## config.mk

```make
export PLATFORM = sky130hd
export DESIGN_NAME = uart_core_cfg_flat
export DESIGN_NICKNAME = d
export VERILOG_FILES = /design/src/rtl/uart_core_cfg_if.sv /design/src/rtl/uart_core_cfg.sv /design/src/flat_wrapper.sv
export SDC_FILE = /design/constraint.sdc
export NUM_CORES = 1
export LEC_CHECK = 0
export CAP_MARGIN = 10
export CORE_UTILIZATION = 30
export CTS_CLUSTER_DIAMETER = 150
export DETAILED_ROUTE_END_ITERATION = 10
export DONT_BUFFER_PORTS = 1
export HOLD_SLACK_MARGIN = 0.08
export SLEW_MARGIN = 20
export SYNTH_ARGS = -nofsm -noshare
export SYNTH_HDL_FRONTEND = slang
export SYNTH_SLANG_ARGS = --single-unit
```

## constraint.sdc

```tcl
create_clock -name clk -period 3.6 [get_ports clk]
set_clock_uncertainty 0.05 [all_clocks]
set_input_delay 0.9 -clock clk [delete_from_list [all_inputs] [get_ports clk]]
set_output_delay 0.9 -clock clk [all_outputs]
set_load 0.1 [all_outputs]
```

## src/rtl/uart_core_cfg_if.sv

```systemverilog
// Host-side FIFO handshakes, runtime frame config and serial pins of uart_core_cfg.
interface uart_core_cfg_if #(
  parameter int FIFO_EXP = 4,
  parameter int DIV_BITS = 16
);
  logic [DIV_BITS-1:0] cfg_div;
  logic [1:0]          cfg_dbits;
  logic [1:0]          cfg_parity;
  logic                cfg_stop2;
  logic                rx;
  logic                tx;
  logic                tx_wr;
  logic [7:0]          tx_data;
  logic                tx_full;
  logic [FIFO_EXP:0]   tx_level;
  logic                tx_busy;
  logic                rx_rd;
  logic [7:0]          rx_data;
  logic                rx_perr;
  logic                rx_ferr;
  logic                rx_empty;
  logic [FIFO_EXP:0]   rx_level;
  logic                err_overrun;
  logic                err_clr;

  modport slave (
    input  cfg_div, cfg_dbits, cfg_parity, cfg_stop2, rx, tx_wr, tx_data, rx_rd, err_clr,
    output tx, tx_full, tx_level, tx_busy, rx_data, rx_perr, rx_ferr, rx_empty, rx_level,
           err_overrun
  );

  modport master (
    output cfg_div, cfg_dbits, cfg_parity, cfg_stop2, rx, tx_wr, tx_data, rx_rd, err_clr,
    input  tx, tx_full, tx_level, tx_busy, rx_data, rx_perr, rx_ferr, rx_empty, rx_level,
           err_overrun
  );
endinterface

```

## src/rtl/uart_core_cfg.sv

```systemverilog
// Runtime-configurable UART: baud tick generator, 16x oversampled Rx/Tx FSMs, FWFT FIFOs.
// state | meaning: IDLE line idle | START start bit | DATA data bits | PARITY parity bit
//       | STOP stop bit(s) | WAIT_HI (Rx) framing error, wait for line high
module uart_core_cfg_fifo #(
  parameter int W  = 8,
  parameter int AW = 4
) (
  input  logic          clk,
  input  logic          rst_ni,
  input  logic          i_wr,
  input  logic          i_rd,
  input  logic [W-1:0]  i_wdata,
  output logic [W-1:0]  o_rdata,
  output logic          o_full,
  output logic          o_empty,
  output logic [AW:0]   o_level
);
  logic [W-1:0]  r_mem [2**AW];
  logic [AW-1:0] r_wptr, r_rptr;
  logic [AW:0]   r_cnt;
  logic          w_do_wr, w_do_rd;

  assign o_empty = (r_cnt == '0);
  assign o_full  = (r_cnt == (AW+1)'(2**AW));
  assign w_do_rd = i_rd && !o_empty;
  assign w_do_wr = i_wr && (!o_full || w_do_rd);
  assign o_rdata = o_empty ? '0 : r_mem[r_rptr];
  assign o_level = r_cnt;

  always_ff @(posedge clk) if (w_do_wr) r_mem[r_wptr] <= i_wdata;

  always_ff @(posedge clk) begin
    if (!rst_ni) begin
      r_wptr <= '0;
      r_rptr <= '0;
      r_cnt  <= '0;
    end else begin
      if (w_do_wr) r_wptr <= r_wptr + 1'b1;
      if (w_do_rd) r_rptr <= r_rptr + 1'b1;
      case ({w_do_wr, w_do_rd})
        2'b10:   r_cnt <= r_cnt + 1'b1;
        2'b01:   r_cnt <= r_cnt - 1'b1;
        default: ;
      endcase
    end
  end
endmodule

module uart_core_cfg #(
  parameter int FIFO_EXP = 4,
  parameter int DIV_BITS = 16
) (
  input logic            clk,
  input logic            rst_ni,
  uart_core_cfg_if.slave bus
);
  typedef enum logic [2:0] {S_IDLE, S_START, S_DATA, S_PARITY, S_STOP, S_WAIT_HI} state_t;

  logic [DIV_BITS-1:0] r_baud_cnt;
  logic                w_tick;

  assign w_tick = (r_baud_cnt >= bus.cfg_div);

  always_ff @(posedge clk) begin
    if (!rst_ni)     r_baud_cnt <= '0;
    else if (w_tick) r_baud_cnt <= '0;
    else             r_baud_cnt <= r_baud_cnt + 1'b1;
  end

  logic [7:0]      w_tx_head, w_tx_mask, w_tx_word;
  logic            w_tx_empty, w_tx_full, w_tx_pop, w_tx_frame_end, w_tx_bit;
  logic [FIFO_EXP:0] w_tx_level;
  state_t          r_tx_state;
  logic [3:0]      r_tx_cnt;
  logic [2:0]      r_tx_idx, r_tx_last;
  logic [7:0]      r_tx_word;
  logic            r_tx_par_en, r_tx_par_bit, r_tx_stop2, r_tx_stop_idx, r_tx, r_tx_busy;

  uart_core_cfg_fifo #(.W(8), .AW(FIFO_EXP)) u_tx_fifo (
    .clk(clk), .rst_ni(rst_ni), .i_wr(bus.tx_wr), .i_rd(w_tx_pop), .i_wdata(bus.tx_data),
    .o_rdata(w_tx_head), .o_full(w_tx_full), .o_empty(w_tx_empty), .o_level(w_tx_level)
  );

  assign w_tx_mask      = 8'hFF >> (2'd3 - bus.cfg_dbits);
  assign w_tx_word      = w_tx_head & w_tx_mask;
  assign w_tx_frame_end = (r_tx_state == S_STOP) && w_tick && (r_tx_cnt == 4'd15) &&
                          (!r_tx_stop2 || r_tx_stop_idx);
  assign w_tx_pop       = !w_tx_empty && ((r_tx_state == S_IDLE) || w_tx_frame_end);

  always_comb begin
    w_tx_bit = 1'b1;
    case (r_tx_state)
      S_START:  w_tx_bit = 1'b0;
      S_DATA:   w_tx_bit = r_tx_word[r_tx_idx];
      S_PARITY: w_tx_bit = r_tx_par_bit;
      default:  w_tx_bit = 1'b1;
    endcase
  end

  // Line value of each bit is driven on its first tick, so a new frame's start edge lands on a tick.
  always_ff @(posedge clk) begin
    if (!rst_ni) begin
      r_tx_state    <= S_IDLE;
      r_tx_cnt      <= '0;
      r_tx_idx      <= '0;
      r_tx_last     <= '0;
      r_tx_word     <= '0;
      r_tx_par_en   <= 1'b0;
      r_tx_par_bit  <= 1'b0;
      r_tx_stop2    <= 1'b0;
      r_tx_stop_idx <= 1'b0;
      r_tx          <= 1'b1;
      r_tx_busy     <= 1'b0;
    end else begin
      if (r_tx_state != S_IDLE && w_tick) begin
        r_tx_cnt <= r_tx_cnt + 4'd1;
        if (r_tx_cnt == 4'd0) r_tx <= w_tx_bit;
        if (r_tx_cnt == 4'd15) begin
          case (r_tx_state)
            S_START: begin
              r_tx_state <= S_DATA;
              r_tx_idx   <= '0;
            end
            S_DATA: begin
              if (r_tx_idx == r_tx_last) begin
                r_tx_state    <= r_tx_par_en ? S_PARITY : S_STOP;
                r_tx_stop_idx <= 1'b0;
              end else begin
                r_tx_idx <= r_tx_idx + 3'd1;
              end
            end
            S_PARITY: begin
              r_tx_state    <= S_STOP;
              r_tx_stop_idx <= 1'b0;
            end
            S_STOP: begin
              if (r_tx_stop2 && !r_tx_stop_idx) begin
                r_tx_stop_idx <= 1'b1;
              end else begin
                r_tx_state <= S_IDLE;
                r_tx_busy  <= 1'b0;
              end
            end
            default: ;
          endcase
        end
      end
      if (w_tx_pop) begin
        r_tx_state   <= S_START;
        r_tx_cnt     <= '0;
        r_tx_word    <= w_tx_word;
        r_tx_last    <= 3'd4 + {1'b0, bus.cfg_dbits};
        r_tx_par_en  <= ^bus.cfg_parity;
        r_tx_par_bit <= (^w_tx_word) ^ bus.cfg_parity[1];
        r_tx_stop2   <= bus.cfg_stop2;
        r_tx_busy    <= 1'b1;
      end
    end
  end

  logic            r_rx_s1, r_rx_s2, w_rx, w_rx_full, w_rx_empty, w_overrun, w_rx_perr;
  logic [9:0]      w_rx_head, r_rx_word;
  logic [FIFO_EXP:0] w_rx_level;
  state_t          r_rx_state;
  logic [3:0]      r_rx_cnt;
  logic [2:0]      r_rx_idx, r_rx_last;
  logic [7:0]      r_rx_shift;
  logic            r_rx_par_en, r_rx_par_odd, r_rx_par, r_rx_push, r_overrun;

  always_ff @(posedge clk) begin
    if (!rst_ni) begin
      r_rx_s1 <= 1'b1;
      r_rx_s2 <= 1'b1;
    end else begin
      r_rx_s1 <= bus.rx;
      r_rx_s2 <= r_rx_s1;
    end
  end

  assign w_rx      = r_rx_s2;
  assign w_rx_perr = r_rx_par_en & ((^r_rx_shift) ^ r_rx_par ^ r_rx_par_odd);

  always_ff @(posedge clk) begin
    if (!rst_ni) begin
      r_rx_state   <= S_IDLE;
      r_rx_cnt     <= '0;
      r_rx_idx     <= '0;
      r_rx_last    <= '0;
      r_rx_shift   <= '0;
      r_rx_par_en  <= 1'b0;
      r_rx_par_odd <= 1'b0;
      r_rx_par     <= 1'b0;
      r_rx_push    <= 1'b0;
      r_rx_word    <= '0;
    end else begin
      r_rx_push <= 1'b0;
      case (r_rx_state)
        S_IDLE: if (!w_rx) begin
          r_rx_state   <= S_START;
          r_rx_cnt     <= '0;
          r_rx_shift   <= '0;
          r_rx_last    <= 3'd4 + {1'b0, bus.cfg_dbits};
          r_rx_par_en  <= ^bus.cfg_parity;
          r_rx_par_odd <= bus.cfg_parity[1];
        end
        S_START: if (w_tick) begin
          if (r_rx_cnt == 4'd7) begin
            r_rx_state <= w_rx ? S_IDLE : S_DATA;
            r_rx_cnt   <= '0;
            r_rx_idx   <= '0;
          end else begin
            r_rx_cnt <= r_rx_cnt + 4'd1;
          end
        end
        S_DATA: if (w_tick) begin
          r_rx_cnt <= r_rx_cnt + 4'd1;
          if (r_rx_cnt == 4'd15) begin
            r_rx_shift[r_rx_idx] <= w_rx;
            if (r_rx_idx == r_rx_last) r_rx_state <= r_rx_par_en ? S_PARITY : S_STOP;
            else                       r_rx_idx   <= r_rx_idx + 3'd1;
          end
        end
        S_PARITY: if (w_tick) begin
          r_rx_cnt <= r_rx_cnt + 4'd1;
          if (r_rx_cnt == 4'd15) begin
            r_rx_par   <= w_rx;
            r_rx_state <= S_STOP;
          end
        end
        S_STOP: if (w_tick) begin
          r_rx_cnt <= r_rx_cnt + 4'd1;
          if (r_rx_cnt == 4'd15) begin
            r_rx_push  <= 1'b1;
            r_rx_word  <= {~w_rx, w_rx_perr, r_rx_shift};
            r_rx_state <= w_rx ? S_IDLE : S_WAIT_HI;
          end
        end
        S_WAIT_HI: if (w_rx) r_rx_state <= S_IDLE;
        default: r_rx_state <= S_IDLE;
      endcase
    end
  end

  uart_core_cfg_fifo #(.W(10), .AW(FIFO_EXP)) u_rx_fifo (
    .clk(clk), .rst_ni(rst_ni), .i_wr(r_rx_push), .i_rd(bus.rx_rd), .i_wdata(r_rx_word),
    .o_rdata(w_rx_head), .o_full(w_rx_full), .o_empty(w_rx_empty), .o_level(w_rx_level)
  );

  // A simultaneous pop frees the slot, so only an unserved push into a full FIFO is an overrun.
  assign w_overrun = r_rx_push && w_rx_full && !bus.rx_rd;

  always_ff @(posedge clk) begin
    if (!rst_ni)          r_overrun <= 1'b0;
    else if (w_overrun)   r_overrun <= 1'b1;
    else if (bus.err_clr) r_overrun <= 1'b0;
  end

  assign bus.tx          = r_tx;
  assign bus.tx_busy     = r_tx_busy;
  assign bus.tx_full     = w_tx_full;
  assign bus.tx_level    = w_tx_level;
  assign bus.rx_data     = w_rx_head[7:0];
  assign bus.rx_perr     = w_rx_head[8];
  assign bus.rx_ferr     = w_rx_head[9];
  assign bus.rx_empty    = w_rx_empty;
  assign bus.rx_level    = w_rx_level;
  assign bus.err_overrun = r_overrun;
endmodule

```

## src/flat_wrapper.sv

```systemverilog
// flat-port wrapper written by rule: the top's interface ports become plain ports
module uart_core_cfg_flat 
#(
  parameter int FIFO_EXP = 4,
  parameter int DIV_BITS = 16
)
  (clk, rst_ni, bus_cfg_div, bus_cfg_dbits, bus_cfg_parity, bus_cfg_stop2, bus_rx, bus_tx_wr, bus_tx_data, bus_rx_rd, bus_err_clr, bus_tx, bus_tx_full, bus_tx_level, bus_tx_busy, bus_rx_data, bus_rx_perr, bus_rx_ferr, bus_rx_empty, bus_rx_level, bus_err_overrun);
  uart_core_cfg_if #(.FIFO_EXP(FIFO_EXP), .DIV_BITS(DIV_BITS)) bus_i ();
  input logic clk;
  input logic rst_ni;
  input wire logic [$bits(bus_i.cfg_div)-1:0] bus_cfg_div;
  input wire logic [$bits(bus_i.cfg_dbits)-1:0] bus_cfg_dbits;
  input wire logic [$bits(bus_i.cfg_parity)-1:0] bus_cfg_parity;
  input wire logic [$bits(bus_i.cfg_stop2)-1:0] bus_cfg_stop2;
  input wire logic [$bits(bus_i.rx)-1:0] bus_rx;
  input wire logic [$bits(bus_i.tx_wr)-1:0] bus_tx_wr;
  input wire logic [$bits(bus_i.tx_data)-1:0] bus_tx_data;
  input wire logic [$bits(bus_i.rx_rd)-1:0] bus_rx_rd;
  input wire logic [$bits(bus_i.err_clr)-1:0] bus_err_clr;
  output wire logic [$bits(bus_i.tx)-1:0] bus_tx;
  output wire logic [$bits(bus_i.tx_full)-1:0] bus_tx_full;
  output wire logic [$bits(bus_i.tx_level)-1:0] bus_tx_level;
  output wire logic [$bits(bus_i.tx_busy)-1:0] bus_tx_busy;
  output wire logic [$bits(bus_i.rx_data)-1:0] bus_rx_data;
  output wire logic [$bits(bus_i.rx_perr)-1:0] bus_rx_perr;
  output wire logic [$bits(bus_i.rx_ferr)-1:0] bus_rx_ferr;
  output wire logic [$bits(bus_i.rx_empty)-1:0] bus_rx_empty;
  output wire logic [$bits(bus_i.rx_level)-1:0] bus_rx_level;
  output wire logic [$bits(bus_i.err_overrun)-1:0] bus_err_overrun;
  assign bus_i.cfg_div = bus_cfg_div;
  assign bus_i.cfg_dbits = bus_cfg_dbits;
  assign bus_i.cfg_parity = bus_cfg_parity;
  assign bus_i.cfg_stop2 = bus_cfg_stop2;
  assign bus_i.rx = bus_rx;
  assign bus_i.tx_wr = bus_tx_wr;
  assign bus_i.tx_data = bus_tx_data;
  assign bus_i.rx_rd = bus_rx_rd;
  assign bus_i.err_clr = bus_err_clr;
  assign bus_tx = bus_i.tx;
  assign bus_tx_full = bus_i.tx_full;
  assign bus_tx_level = bus_i.tx_level;
  assign bus_tx_busy = bus_i.tx_busy;
  assign bus_rx_data = bus_i.rx_data;
  assign bus_rx_perr = bus_i.rx_perr;
  assign bus_rx_ferr = bus_i.rx_ferr;
  assign bus_rx_empty = bus_i.rx_empty;
  assign bus_rx_level = bus_i.rx_level;
  assign bus_err_overrun = bus_i.err_overrun;
  uart_core_cfg #(.FIFO_EXP(FIFO_EXP), .DIV_BITS(DIV_BITS)) u_core (.clk(clk), .rst_ni(rst_ni), .bus(bus_i));
endmodule
```

==> results of run 1 <==
[flip-flops by register name, indices dropped and copies added (netlist names), 3 cells and up, named ones only]
name and count:
u_core.u_rx_fifo.o_level 5, u_core.u_tx_fifo.r_rptr 4, u_core.r_rx_cnt 4, u_core.u_tx_fifo.r_mem 128, u_core.r_tx_state 3, u_core.r_baud_cnt 16, u_core.u_rx_fifo.r_wptr 4, u_core.r_rx_shift 8
u_core.r_tx_idx 3, u_core.r_tx_word 8, u_core.r_rx_word 10, u_core.r_tx_cnt 4, u_core.r_tx_last 3, u_core.u_tx_fifo.r_wptr 4, u_core.u_rx_fifo.r_rptr 4, u_core.r_rx_idx 3
u_core.u_rx_fifo.r_mem 160, u_core.r_rx_state 3, u_core.u_tx_fifo.o_level 5, u_core.r_rx_last 3
[report_power, final]
part,total (uW),switching [uW],internal [uW]
Clock,4430,1830,2610
Sequential,5250,153,5100
Combinational,1840,1080,758
[per-layer routing]
| metal | global-route usage (%) | wire, um |
|---|---|---|
| met1 | 15.4 | 15100 |
| met2 | 22.4 | 17800 |
| met3 | 2.91 | 1820 |
| met4 | 4.08 | 777 |
| met5 | 0 | 26 |
[worst max-delay path, delay by kind of cell (launching register included)]
family	cells	cell delay, ns
DFF	1	0.46
muxes	2	1.03
and+or+nand+nor	1	0.20
buffers and inverters	2	0.36
[how the worst max path moves through the flow]
| stage | end | slack (ns) | from | depth (start not counted) |
|---|---|---|---|---|
| floorplan | bus_rx_data[3] | -0.25 | u_core.u_rx_fifo.o_level[0]$_SDFFE_PN0P_ | 4 |
| global route | bus_rx_data[2] | -0.05 | flop | 5 |
| finish | bus_rx_ferr | 0.03 | flop | 5 |
| detailed placement | u_core.u_tx_fifo.o_level[4]$_SDFFE_PN0P_ | 0.11 | bus_cfg_div[13] | 14 |
| CTS | bus_rx_data[0] | -0.04 | flop | 5 |
| global placement | u_core.u_tx_fifo.r_mem[14][3]$_DFFE_PP_ | 0.17 | bus_cfg_div[13] | 11 |
[repair_timing]
| action | in CTS | in global routing |
|---|---|---|
| resized for setup | 22 | 12 |
| gates cloned | 1 | 2 |
| buffers inserted | 0 | 0 |
| setup endpoints to repair | 10 | 6 |
[through the flow]
stage               std cells  hold WS (ns)  setup slack (ns)  area [um2]  power, uW
floorplan                1160         0.336            -0.250       16900       6780
global placement         1920         0.362             0.173       18200       7200
detailed placement       1920         0.354             0.114       18200       7220
CTS                      2000         0.333           -0.0401       19700      11700
global route             2002         0.347           -0.0520       19900      12000
finish                   2002         0.370            0.0291       19900      11500
[area by class of cell]
type / count / area [um2] / share of cell area (%)
flip-flops and latches: 403 / 11000 / 55.2
multi-input cells: 658 / 5620 / 28.3
clock buffers: 51 / 1130 / 5.68
well taps: 748 / 936 / 4.71
repair buffers: 72 / 769 / 3.88
clock inverters: 28 / 279 / 1.41
inverters: 42 / 158 / 0.794
[cells by family (layout without fill, tap and decap cells)]
family	after synthesis	after routing	synth area share (%)
AND/OR/NAND/NOR	316	316	8.65
buffers and inverters	99	193	2.32
multiplexers	109	109	12.9
AO/OA/AOI/OAI	131	131	4.97
XOR/XNOR	63	63	3.27
adder cells (fa/ha/maj)	39	39	2.94
flip-flops	403	403	64.9
[cells in the final DEF (no fill, tap or decap), types with 10 or more instances in the layout]
| cell type | n |
|---|---|
| clkbuf_16 | 46 |
| ha_1 | 38 |
| nand2_1 | 74 |
| dfxtp_1 | 107 |
| nor3_1 | 17 |
| mux4_2 | 87 |
| buf_12 | 13 |
| o21ai_0 | 18 |
| nor2_1 | 116 |
| a21oi_1 | 55 |
| xor2_1 | 29 |
| edfxtp_1 | 288 |
| nand2b_1 | 14 |
| buf_4 | 54 |
| xnor2_1 | 34 |
| inv_1 | 41 |
| mux2i_1 | 19 |
| clkinv_1 | 10 |
| nand3_1 | 23 |
| nand4_1 | 13 |
==> flow_summary.ini, run 1 <==
[place]
gp_congestion = 0.803
hpwl_um = 23400
io_buffer_count = 0

[grt]
grt_pass1_vias = 9844
grt_pass1_wl_um = 56100
antenna_found_initial = 2
grt_use_total_pct = 12.8
grt.overflow.total = 0
grt_max_degree = 44

[cells_and_area]
utilization_pct = 35.9
nets = 1294
antennaDiodeCount = 0
area_growth_pct = 17.7
nFillCells = 5281
drive_gt1_share_pct = 20.8

[power_and_ir_drop]
p_leak_uw = 0.00708
p_per_area_nw_per_um2 = 581
peakVddDrop_uv = 483

[min_path]
hold_end = u_core.r_rx_s2$_SDFF_PN1_
hp-class = input port to flop
hp-start = rst_ni
hold_depth = 1

[floorplanning]
initial_utilization_pct = 30.5
die_h_um = 239
boundaryPins = 60
fp.coreArea_um2 = 55300
die_w_um = 239
rows = 86
die-area_um2 = 57200

[critical_path]
critPathMaxStageDelay_ns = 0.52
endpoint_kind = output pin
crit_path_cell_trace = buf_12, mux4_2, mux4_2, nor2b_2, buf_12
rrSetupSlack_ns = 0.30
cp.arrival_ns = 2.62
critPathRequiredTime_ns = 2.65
critPathKind = flop to output pin
reg2regPathDepth = 13
crit_slowest_cell = mux4_2
setup.worst_path.start_class = flop
crit-reg2reg-launch = u_core.u_rx_fifo.o_level[0]$_SDFFE_PN0P_
r2r_end = u_core.u_rx_fifo.o_level[4]$_SDFFE_PN0P_
path_max_fanout = 6

[sta]
final_hold_viol_count = 0
setup_viol = 0
fin_setup_tns_ns = 0
min_period_ns = 3.57
slew_headroom_pct = 23.5
worstMarginPinSlew_ns = 1.15
fmax_mhz = 280
rsz0062_at_grt = yes
slew_violations = 0
finalCritPeriodShare_pct = 99.2

[clock_tree]
cts_tree = yes
htreeDepth = 2
cts_hold_buf = 0
clk_latency_ns = 0.57
cts_root_buffer = clkbuf_16
clk_pin_slew_ns = 0.06
clk_path_buf_depth = 3
numCtsBuffers = 43
clock_sinks = 403

[synth]
syn_area_per_cell_um2 = 14.5
synth_common_cells = edfxtp_1, nor2_1, dfxtp_1, mux4_2, nand2_1
seq_area_frac_synth_pct = 64.9
yosysWarnings = 0
synth_top_area_share_pct = 51.3
synth.net_count = 1234
synthArstFlopShare_pct = 0
ys_dominant_reg_cell = edfxtp_1
synth_seq_cells = 403
synthCells = 1160
yosysUniqueCellTypes = 57
synth_edf_count = 288
synthTopCellsByArea = edfxtp_1, dfxtp_1, mux4_2
netlist_area_um2 = 16900
yosysTopAreaCell = edfxtp_1
yosysMostFrequentCell = edfxtp_1

[route]
routed_wirelength_um = 35600
vias_per_cell = 4.73
drc_errors = 0
vias = 9468
antenna_left = 0
wl_per_cell_um = 17.8
drtIter0Drc = 484
drt_pass1_iterations = 5

[run]
cap_violations = 0

[outcome]
status = finished, final reports clean
Note: power is estimated with default switching activity, not from simulation.
==> run 2, diff against run 1 <==
- SYNTH_HIERARCHICAL: unset -> 1
==> run 2 against run 1 <==
Global-route usage is 0.065 points lower. Utilization is 0.23 points higher. Count of clock-buffer cells in the layout is 10 higher. First-iteration DRC count is 36% higher. Worst hold slack worse by 0.0035 ns. Register-to-register slack better by 0.09 ns. Wire length is 5.9% higher. Combinational power is 9% higher. Largest power group unchanged.
==> flow_summary.ini, run 2 <==
[sta]
slew_headroom_pct = 32.1
slew_violations = 0
rsz0062_at_grt = no
fmax_mhz = 291
min_period_ns = 3.43
final_hold_viol_count = 0
setup_viol = 0
worstMarginPinSlew_ns = 1.02
finalCritPeriodShare_pct = 95.4

[cells_and_area]
largest-register = u_core/u_rx_fifo/r_mem
nets = 1372
top_regs = u_core/u_rx_fifo/r_mem: 160 flops, u_core/u_tx_fifo/r_mem: 128 flops, u_core/r_baud_cnt: 16 flops
fin_area_um2 = 20900
area_growth_pct = 18.5
drive_gt1_share_pct = 23.6
antennaDiodeCount = 0
largest_reg_flops = 160
layout_commonest_cell = edfxtp_1
final_cell_mix = edfxtp_1, dfxtp_1, nand2_1, mux4_2

[synth]
synthCells = 1229
yosysWarnings = 6
synth_seq_cells = 403
yosysMostFrequentCell = edfxtp_1
synth_top_area_share_pct = 49.0
ys_dominant_reg_cell = edfxtp_1
synth_edf_count = 288
synth.net_count = 1304
synthTopCellsByArea = edfxtp_1, dfxtp_1, mux4_2
yosysUniqueCellTypes = 72
synth_common_cells = edfxtp_1, dfxtp_1, nand2_1, mux4_2, nor2_1
syn_area_per_cell_um2 = 14.4
seq_area_frac_synth_pct = 62.0
yosysTopAreaCell = edfxtp_1
netlist_area_um2 = 17700
synthArstFlopShare_pct = 0

[critical_path]
rrSetupSlack_ns = 0.39
critPathRequiredTime_ns = 2.65
path_max_fanout = 7
cp.arrival_ns = 2.48
critPathKind = flop to output pin
endpoint_kind = output pin
setup.worst_path.start_class = flop

[clock_tree]
cts_tree = yes
numCtsBuffers = 44
clock_sinks = 403
cts_root_buffer = clkbuf_16
htreeDepth = 2
clk_path_buf_depth = 3
clk_pin_slew_ns = 0.06
clk_latency_ns = 0.58

[place]
place_area_um2 = 19400
hpwl_um = 25600
gp_congestion = 0.790
io_buffer_count = 0

[power_and_ir_drop]
p_per_area_nw_per_um2 = 558
p_sw_uw = 3120
clock_power_share_pct = 38.3
switching_share_pct = 26.8
power_uw = 11700
p_comb_share_pct = 17.2
intPower_uw = 8550
p_leak_uw = 0.00746
peakVddDrop_uv = 511
pwr-share-seq_pct = 44.5

[route]
vias_per_cell = 4.84
vias = 10200
drt_pass1_iterations = 5
drc_errors = 0
routed_wirelength_um = 37700
drtIter0Drc = 658
wl_per_cell_um = 18.0
antenna_left = 0

[run]
cap_violations = 0

[min_path]
hp-class = input port to flop

[grt]
grt_max_degree = 84
grt_pass1_wl_um = 58900
grt_pass1_vias = 10100
gr-usage-met1_pct = 16.4
grt_use_met3_pct = 3.45
met2_usage_pct = 20.7
antenna_found_initial = 1
grt.overflow.total = 0
grt-busiest-layer = met2
grt_use_total_pct = 12.7

[floorplanning]
die_h_um = 245
die-area_um2 = 59800
die_w_um = 245
fp.coreArea_um2 = 57900
boundaryPins = 60
rows = 88
initial_utilization_pct = 30.5

[outcome]
status = finished, final reports clean
-- run 2: changes by cell type after synthesis, sizes merged, moves of 20 or more --
| cell | delta |
|---|---|
| a21oi | -26 |
| mux2i | +51 |
| a211oi | +36 |
| nor2 | -45 |
| and2 | +20 |
| buf | +20 |
-- run 2: kinds of logic (layout without fill, tap and decap cells) --
group | after synthesis | in the layout | share of synthesized area [%]
compound gates | 152 | 152 | 6.35
mux | 144 | 144 | 13.4
flops | 403 | 403 | 62.0
buf+inv | 111 | 215 | 2.94
simple gates | 333 | 333 | 10.1
fa+ha+maj | 40 | 40 | 2.92
xor+xnor | 46 | 46 | 2.28
-- run 2: power groups by stage --
stage,clock [uW],combinational [uW],sequential [uW]
floorplan,0,1380,5440
global placement,0,2020,5290
detailed placement,0,2030,5300
CTS,4580,2030,5200
global route,4760,2190,5210
finish,4460,2010,5200
-- run 2: through the flow --
step	worst slack, ns	setup TNS [ns]	hold slack, ns	util, %	cells
2_1_floorplan	-0.00213	-0.0681	0.336	-	1229
4_1_cts	0.00629	0	0.331	36.1	2098
3_3_place_gp	-0.0948	-4.11	0.396	33.6	2016
6_report	0.166	0	0.366	36.1	2098
5_1_grt	0.0108	0	0.336	36.1	2098
3_5_place_dp	-0.0989	-3.82	0.390	33.6	2016
-- run 2: critical path, stage by stage, from the launching register on --
cell and delay [ns]:
dfxtp_2 0.31, or4_1 0.75, nor2_4 0.29, buf_4 0.23, buf_4 0.31
-- run 2: timing repair --
| action | in CTS | in global routing |
|---|---|---|
| setup endpoints to repair | 10 | 4 |
| hold buffers | 0 | 0 |
| resized for setup | 3 | 5 |
| pin swaps | 0 | 0 |
| buffers inserted | 0 | 0 |
-- run 2: metal layers --
| metal | vias up | wire length, um |
|---|---|---|
| li1 | 4805 | - |
| met1 | 5084 | 16500 |
| met2 | 214 | 18200 |
| met3 | 51 | 2250 |
| met4 | 2 | 759 |
| met5 | - | 13 |
-- run 2: final timing paths --
check	start	end	cells after the start
setup / recovery	u_core/u_rx_fifo/o_level[0]$_SDFFE_PN0P_	bus_rx_empty	4
hold / removal	bus_tx_data[6]	u_core/u_tx_fifo/r_mem[4][6]$_DFFE_PP_	0
hold reg to reg	u_core/r_rx_s1$_SDFF_PN1_	u_core/r_rx_s2$_SDFF_PN1_	1
setup reg to reg	u_core/r_baud_cnt[0]$_SDFF_PP0_	u_core/u_tx_fifo/o_level[4]$_SDFFE_PN0P_	15
-- run 2: layout make-up --
cell class / count / area (um2)
fillers: 5529 / 37000
flip-flops and latches: 403 / 11000
multi-input cells: 715 / 6530
clock buffers: 61 / 1220
well taps: 765 / 957
repair buffers: 87 / 841
clock inverters: 21 / 230
inverters: 46 / 175
